File: config.mk
export PLATFORM = sky130hd
export DESIGN_NAME = rr_mux_stream_flat
export DESIGN_NICKNAME = d
export VERILOG_FILES = /design/src/rtl/rr_mux_stream_if.sv /design/src/rtl/rr_mux_stream.sv /design/src/flat_wrapper.sv
export SDC_FILE = /design/constraint.sdc
export NUM_CORES = 1
export LEC_CHECK = 0
export ABC_AREA = 1
export CORE_MARGIN = 2
export CORE_UTILIZATION = 67
export DETAILED_ROUTE_END_ITERATION = 8
export DONT_BUFFER_PORTS = 1
export GPL_ROUTABILITY_DRIVEN = 0
export PLACE_DENSITY = 0.86
export SLEW_MARGIN = 10
export SYNTH_ARGS = -nofsm -noshare
export SYNTH_HDL_FRONTEND = slang
export SYNTH_SLANG_ARGS = --single-unit
File: constraint.sdc
create_clock -name clock -period 3.3 [get_ports clock]
set_input_delay 0.33 -clock clock [delete_from_list [all_inputs] [get_ports clock]]
set_output_delay 0.33 -clock clock [all_outputs]
set_load 0.1 [all_outputs]
File: src/rtl/rr_mux_stream_if.sv
// Stream bundle for rr_mux_stream: N producer channels in, one consumer channel out.
// With RR_MUX_STREAM_PKT_LOCK_EN defined, per-channel in_last and registered out_last are added.
interface rr_mux_stream_if #(
   parameter int unsigned N     = 4,
   parameter int unsigned WIDTH = 16,
   parameter int unsigned SELW  = 2
);
   logic [N*WIDTH-1:0] in_data;
   logic [N-1:0]       in_valid;
   logic [N-1:0]       in_ready;
   logic [WIDTH-1:0]   out_data;
   logic [SELW-1:0]    out_sel;
   logic               out_valid;
   logic               out_ready;
`ifdef RR_MUX_STREAM_PKT_LOCK_EN
   logic [N-1:0]       in_last;
   logic               out_last;

   modport master (
      output in_data, in_valid, in_last, out_ready,
      input  in_ready, out_data, out_sel, out_valid, out_last
   );
   modport slave (
      input  in_data, in_valid, in_last, out_ready,
      output in_ready, out_data, out_sel, out_valid, out_last
   );
`else
   modport master (
      output in_data, in_valid, out_ready,
      input  in_ready, out_data, out_sel, out_valid
   );
   modport slave (
      input  in_data, in_valid, out_ready,
      output in_ready, out_data, out_sel, out_valid
   );
`endif
endinterface

File: src/rtl/rr_mux_stream.sv
// N-channel round-robin streaming mux with one registered output stage.
// Optional RR_MUX_STREAM_PKT_LOCK_EN: hold the grant on one channel until its in_last beat.
module rr_mux_stream #(
   parameter int unsigned N     = 4,
   parameter int unsigned WIDTH = 16,
   parameter int unsigned SELW  = 2
) (
   input logic          clock,
   input logic          reset,
   rr_mux_stream_if.slave bus
);
   logic [SELW-1:0]  ptr;
   logic [SELW-1:0]  ptr_nxt;
   logic [SELW-1:0]  gnt;
   logic [SELW-1:0]  hi_idx;
   logic [SELW-1:0]  lo_idx;
   logic             hi_found;
   logic             lo_found;
   logic             gnt_vld;
   logic             can_load;
   logic             xfer;
   logic             adv_ptr;
   logic [WIDTH-1:0] sel_data;

   // Lowest valid index at or above ptr wins; otherwise lowest valid index below ptr.
   always_comb begin
      hi_found = 1'b0;
      lo_found = 1'b0;
      hi_idx   = '0;
      lo_idx   = '0;
      for (int i = int'(N) - 1; i >= 0; i--) begin
         if (bus.in_valid[i]) begin
            if (SELW'(i) >= ptr) begin
               hi_found = 1'b1;
               hi_idx   = SELW'(i);
            end else begin
               lo_found = 1'b1;
               lo_idx   = SELW'(i);
            end
         end
      end
   end

`ifdef RR_MUX_STREAM_PKT_LOCK_EN
   typedef enum logic {S_OPEN, S_LOCK} lock_t;
   lock_t           state_q, state_d;
   logic [SELW-1:0] lock_ch_q, lock_ch_d;
   logic            lock_vld;
   logic            sel_last;

   // While locked, only the owning channel can be granted, even if it drops valid.
   always_comb begin
      lock_vld = 1'b0;
      sel_last = 1'b0;
      for (int i = 0; i < int'(N); i++) begin
         if (lock_ch_q == SELW'(i)) lock_vld = bus.in_valid[i];
         if (gnt == SELW'(i))       sel_last = bus.in_last[i];
      end
      if (state_q == S_LOCK) begin
         gnt     = lock_ch_q;
         gnt_vld = lock_vld;
      end else begin
         gnt     = hi_found ? hi_idx : lo_idx;
         gnt_vld = hi_found || lo_found;
      end
   end

   always_comb begin
      state_d   = state_q;
      lock_ch_d = lock_ch_q;
      case (state_q)
         S_OPEN:  if (xfer && !sel_last) begin
                     state_d   = S_LOCK;
                     lock_ch_d = gnt;
                  end
         S_LOCK:  if (xfer && sel_last) state_d = S_OPEN;
         default: state_d = S_OPEN;
      endcase
   end

   always_ff @(posedge clock) begin
      if (reset) begin
         state_q      <= S_OPEN;
         lock_ch_q    <= '0;
         bus.out_last <= 1'b0;
      end else begin
         state_q   <= state_d;
         lock_ch_q <= lock_ch_d;
         if (xfer) bus.out_last <= sel_last;
      end
   end

   assign adv_ptr = xfer && sel_last;
`else
   assign gnt     = hi_found ? hi_idx : lo_idx;
   assign gnt_vld = hi_found || lo_found;
   assign adv_ptr = xfer;
`endif

   assign can_load = !bus.out_valid || bus.out_ready;
   assign xfer     = !reset && can_load && gnt_vld;
   assign ptr_nxt  = (gnt == SELW'(N - 1)) ? '0 : gnt + SELW'(1);

   // One-hot ready and data select for the granted channel.
   always_comb begin
      sel_data = '0;
      for (int i = 0; i < int'(N); i++) begin
         bus.in_ready[i] = xfer && (gnt == SELW'(i));
         if (gnt == SELW'(i)) sel_data = bus.in_data[i*WIDTH +: WIDTH];
      end
   end

   // Output register: load on transfer, otherwise drain when the consumer takes the beat.
   always_ff @(posedge clock) begin
      if (reset) begin
         bus.out_valid <= 1'b0;
         bus.out_data  <= '0;
         bus.out_sel   <= '0;
         ptr           <= '0;
      end else begin
         if (xfer) begin
            bus.out_valid <= 1'b1;
            bus.out_data  <= sel_data;
            bus.out_sel   <= gnt;
         end else if (bus.out_ready) begin
            bus.out_valid <= 1'b0;
         end
         if (adv_ptr) ptr <= ptr_nxt;
      end
   end
endmodule

File: src/flat_wrapper.sv
// flat-port wrapper written by rule: the top's interface ports become plain ports
module rr_mux_stream_flat 
#(
   parameter int unsigned N     = 4,
   parameter int unsigned WIDTH = 16,
   parameter int unsigned SELW  = 2
)
  (clock, reset, bus_in_data, bus_in_valid, bus_out_ready, bus_in_ready, bus_out_data, bus_out_sel, bus_out_valid);
  rr_mux_stream_if #(.N(N), .WIDTH(WIDTH), .SELW(SELW)) bus_i ();
  input logic clock;
  input logic reset;
  input wire logic [$bits(bus_i.in_data)-1:0] bus_in_data;
  input wire logic [$bits(bus_i.in_valid)-1:0] bus_in_valid;
  input wire logic [$bits(bus_i.out_ready)-1:0] bus_out_ready;
  output wire logic [$bits(bus_i.in_ready)-1:0] bus_in_ready;
  output wire logic [$bits(bus_i.out_data)-1:0] bus_out_data;
  output wire logic [$bits(bus_i.out_sel)-1:0] bus_out_sel;
  output wire logic [$bits(bus_i.out_valid)-1:0] bus_out_valid;
  assign bus_i.in_data = bus_in_data;
  assign bus_i.in_valid = bus_in_valid;
  assign bus_i.out_ready = bus_out_ready;
  assign bus_in_ready = bus_i.in_ready;
  assign bus_out_data = bus_i.out_data;
  assign bus_out_sel = bus_i.out_sel;
  assign bus_out_valid = bus_i.out_valid;
  rr_mux_stream #(.N(N), .WIDTH(WIDTH), .SELW(SELW)) u_core (.clock(clock), .reset(reset), .bus(bus_i));
endmodule
# == Word level (Yosys, flattened, before mapping) ==
# Cells that the tools add are included.
# op_classes
n_lt_le_gt_ge,4
mux,40
eq_ne,3
n_reduce_logical,12
addsub,1
# ops
cell,n
16-bit 2-to-1 mux,4
2-bit 2-to-1 mux,18
1-bit 2-to-1 mux,18
1-bit logical AND,6
2-bit equality test (second input constant),2
1-bit by 2-bit greater-or-equal comparator with 1-bit output (first input constant),2
2-bit greater-or-equal comparator (first input constant),2
2-bit by 1-bit adder with 2-bit output (second input constant),1
2-bit by 1-bit equality test with 1-bit output (second input constant),1
1-bit zero test,2
2-bit zero test,1
1-bit logical OR,2
2-bit nonzero test,1
# totals
register_bits,21
output_inout_bits,23
word_cells,64
in_bits,71

# == Longest topological paths before layout ==
# depth
word_depth,15
mapped_depth,17

# == Worst setup path before layout ==
# OpenSTA, ideal clock, no wires.
# synth_path
path_type,flip-flop to output port
start,register u_core.ptr[1]
end,output port bus_in_ready[1]
stages_incl_launch_ff,12
path_slack_ps,196
path_buffers,2
arrival_ps,2774
cell_sequence,dfxtp_1 -> nand2_2 -> nand2_2 -> nand2_4 -> nor2_8 -> a21oi_1 -> inv_1 -> ha_1 -> buf_2 -> buf_2 -> inv_1 -> nor2_1
# synth_between
elab_chain_len,12
elab_cells_between_ends,41
cone_classes,order compare: 4; eq/ne: 1; mux: 33; reduce/logical: 3
# synth_rtl
element,line_no,rtl
start: declaration,rr_mux_stream.sv:12,logic [SELW-1:0] ptr;
start signal: assignment,rr_mux_stream.sv:128,if (adv_ptr) ptr <= ptr_nxt;
2-bit greater-or-equal comparator,rr_mux_stream.sv:33,if (SELW'(i) >= ptr) begin
2-bit 2-to-1 mux or 1-bit 2-to-1 mux (tied branches),rr_mux_stream.sv:33,
2-bit 2-to-1 mux or 1-bit 2-to-1 mux (tied branches),rr_mux_stream.sv:32,if (bus.in_valid[i]) begin
2-bit 2-to-1 mux or 1-bit 2-to-1 mux (tied branches),rr_mux_stream.sv:33,
2-bit 2-to-1 mux or 1-bit 2-to-1 mux (tied branches),rr_mux_stream.sv:32,
2-bit 2-to-1 mux or 1-bit 2-to-1 mux (tied branches),rr_mux_stream.sv:33,
2-bit 2-to-1 mux or 1-bit 2-to-1 mux (tied branches),rr_mux_stream.sv:32,
2-bit 2-to-1 mux or 1-bit 2-to-1 mux (tied branches),rr_mux_stream.sv:33,
2-bit 2-to-1 mux or 1-bit 2-to-1 mux (tied branches),rr_mux_stream.sv:32,
2-bit 2-to-1 mux (*),rr_mux_stream.sv:95,assign gnt = hi_found ? hi_idx : lo_idx;
named net u_core.gnt[1],rr_mux_stream.sv:14,logic [SELW-1:0] gnt;
2-bit by 1-bit equality test with 1-bit output (*),rr_mux_stream.sv:108,bus.in_ready[i] = xfer && (gnt == SELW'(i));
1-bit logical AND (*),rr_mux_stream.sv:108,
end: declaration,flat_wrapper.sv:15,output wire logic [$bits(bus_i.in_ready)-1:0] bus_in_ready;
# The timed path passes the listed nets; every way through them passes the cells marked *.

# == Worst setup path after layout ==
# layout_path
start,register u_core.ptr[1]
end,output port bus_in_ready[2]
# layout_between
elab_chain_len,12
elab_cells_between_ends,41
cone_classes,order compare: 4; eq/ne: 1; mux: 33; reduce/logical: 3
# layout_rtl
element,line_no
2-bit greater-or-equal comparator,rr_mux_stream.sv:33
2-bit 2-to-1 mux or 1-bit 2-to-1 mux (tied branches),rr_mux_stream.sv:33
2-bit 2-to-1 mux or 1-bit 2-to-1 mux (tied branches),rr_mux_stream.sv:32
2-bit 2-to-1 mux or 1-bit 2-to-1 mux (tied branches),rr_mux_stream.sv:33
2-bit 2-to-1 mux or 1-bit 2-to-1 mux (tied branches),rr_mux_stream.sv:32
2-bit 2-to-1 mux or 1-bit 2-to-1 mux (tied branches),rr_mux_stream.sv:33
2-bit 2-to-1 mux or 1-bit 2-to-1 mux (tied branches),rr_mux_stream.sv:32
2-bit 2-to-1 mux or 1-bit 2-to-1 mux (tied branches),rr_mux_stream.sv:33
2-bit 2-to-1 mux or 1-bit 2-to-1 mux (tied branches),rr_mux_stream.sv:32
2-bit 2-to-1 mux (*),rr_mux_stream.sv:95
named net u_core.gnt[1],rr_mux_stream.sv:14
2-bit equality test (*),rr_mux_stream.sv:108
1-bit logical AND (*),rr_mux_stream.sv:108
# Marked as above.

==> results.toml <==
[outcome]
outcome = "finished, final reports clean"

[critical_path]
path_class = "flop to output pin"
critPathCaptureType = "output pin"
cp_max_fo = 17
arrival_ps = 2750
cp_data_required_time_ps = 2970
worst_setup_path_start_kind = "flop"

[grt]
grt_overflow_total = 0
grt_pass1_vias = 1454
antenna_found_initial = 0
grt_pass1_wl_mm = 5.80
grt_max_degree = 34
grt.total_usage_pct = 28.1

[floorplanning]
die-area_sq_um = 2730
die_w_um = 52.2
rows = 17
start_util_pct = 70.4
core_area_sq_um = 2210
die_y_um = 52.2
ios = 94

[timing]
max_freq_mhz = 324
hold_viol = 0
skew_ps = 8.92
finalCritPeriodShare_pct = 93.4
max_slew.worst_pin.slew_ps = 1000
setup_tns_ps = 0
slew_headroom_pct = 33.1
rsz0062_at_grt = "no"
setup_ws_ps = 218
slew_violations = 0
finalSetupViolations = 0
finalCriticalPeriod_ps = 3080
holdWs_ps = 63.5

[final_layout]
final_area_sq_um = 1570
antenna_cells = 0
final_common_cell = "nand2_1"
layout-area-overhead-vs-synth_pct = 0.964
drive_gt1_share_pct = 13.3
layout_common_cells = "nand2_1 (101), o21ai_0 (28), dfxtp_1 (21), a21oi_1 (19), inv_1 (16)"
final_nets = 317

[detailed_routing]
first_pass_iters = 4
drtIter0Drc = 42
routed_wl_mm = 3.49
drc_errors = 0
vias_per_cell = 5.64
wl_per_cell_um = 13.0
drtAntennaViolNets = 0
vias = 1516

[cts]
post_cts_buffers = 0
tritoncts = "done"
clk_latency_ps = 310
htree_levels = 1
cts.sinks = 21
path_clk_slew_ps = 130
cts_resized = 0
clockBufferDepth = 2
cts_buffers = 3
ctsHoldBuffers = 0
cts_root_buf = "clkbuf_4"

[placement]
dpl.hpwl_mm = 2.71
pre_cts_ws_ps = 601
placed_cell_area_sq_um = 1540
port_buffers = 0

[hold_path]
hp-class = "input pin to flop"

[yosys]
yosysWarnings = 0
ys_seq_area_share_pct = 27.0
synth.top_cell.area_share_pct = 27.0
ys_seq_elements = 21
synth_cell_types = 24
netlist_top_cells_area = "dfxtp_1 (27%), nand2_1 (24%), o21ai_0 (9.0%)"
synth_nets = 319
synth_area_leader_cell = "dfxtp_1"
postSynthAreaPerCell_sq_um = 6.38
syn_inst = 244
netlist_area_sq_um = 1560

[pwr]
irDropWorstVdd_uv = 825
p_leak_nw = 0.769
powerDensity_nw_per_um2 = 1150

[flow_run]
cap_violations = 0
## path summary, 6_finish.rpt
path | start | slack, ps | endpoint | depth (start not counted)
worst min register to register | u_core.ptr[1] | 540 | u_core.ptr[1] | 2
worst max register to register | u_core.ptr[1] | 670 | u_core.bus.out_data[5] | 13
worst max-delay path | u_core.ptr[1] | 220 | bus_in_ready[2] | 8
worst min-delay path | reset | 60 | u_core.bus.out_sel[0] | 1
## worst max-delay path, stage by stage, from the launching register on
cell and delay, ps:
dfxtp_1 430, nand2_2 110, nor2_4 120, nand2_1 70
a21oi_1 300, ha_1 580, inv_1 360, nor2_2 180
buf_4 290
## state kept, by name, summed over array words and instances, names as in the netlist
name,count
u_core.ptr,2
u_core.bus.out_valid,1
u_core.bus.out_data,16
u_core.bus.out_sel,2
## report_power, final
part | switching [W] | leakage, nW | total [W] | internal, W
combinational | 0.000449 | 0.581 | 0.000662 | 0.000213
sequential | 0.000674 | 0.174 | 0.00102 | 0.000344
clock | 0.0000830 | 0.0139 | 0.000129 | 0.0000462
total | 0.00121 | 0.769 | 0.00181 | 0.000603
## cells by family after synthesis
group	synth area share (%)
and+or+nand+nor	41.3
DFF	27.0
AOI/OAI and AO/OA	17.4
buffers and inverters	11.1
adders and majority gates	3.21
## routing by layer
layer / GRT usage, % / part of all wire, %
met1: 30.5 / 39
met5: 0 / 0
met2: 52.1 / 50
met3: 8.00 / 9.9
met4: 8.55 / 0.86
## final cells by class
type | count | area [sq um]
clock buffers | 3 | 22.5
clock inverters | 1 | 7.51
fillers | 219 | 639
repair buffers | 7 | 52.6
multi-input cells | 193 | 975
well taps | 28 | 35.0
inverters | 16 | 60.1
flip-flops and latches | 21 | 420
## Yosys cell counts
cell / count
nand2_1: 101
o21ai_0: 28
dfxtp_1: 21
a21oi_1: 19
inv_1: 16
nand3_1: 11
nor2_1: 9
nand3_2: 6
clkbuf_1: 5
ha_1: 4
o21ai_1: 4
buf_2: 3
nand2_4: 3
buf_6: 2
nand2_2: 2
nor2_4: 2
a21oi_4: 1
buf_12: 1
buf_4: 1
buf_8: 1
clkbuf_8: 1
nand2_8: 1
nor2_2: 1
nor2_8: 1
## stage by stage
step | total power, W | std cells | utilization (%)
6_report | 0.00181 | 269 | 71.1
5_1_grt | 0.00194 | 269 | 71.1
4_1_cts | 0.00182 | 269 | 71.1
3_5_place_dp | 0.00169 | 265 | 69.7
3_3_place_gp | 0.00167 | 265 | 69.7
2_1_floorplan | 0.00158 | 244 | -
No activity file was read; power rests on OpenSTA's default activity.
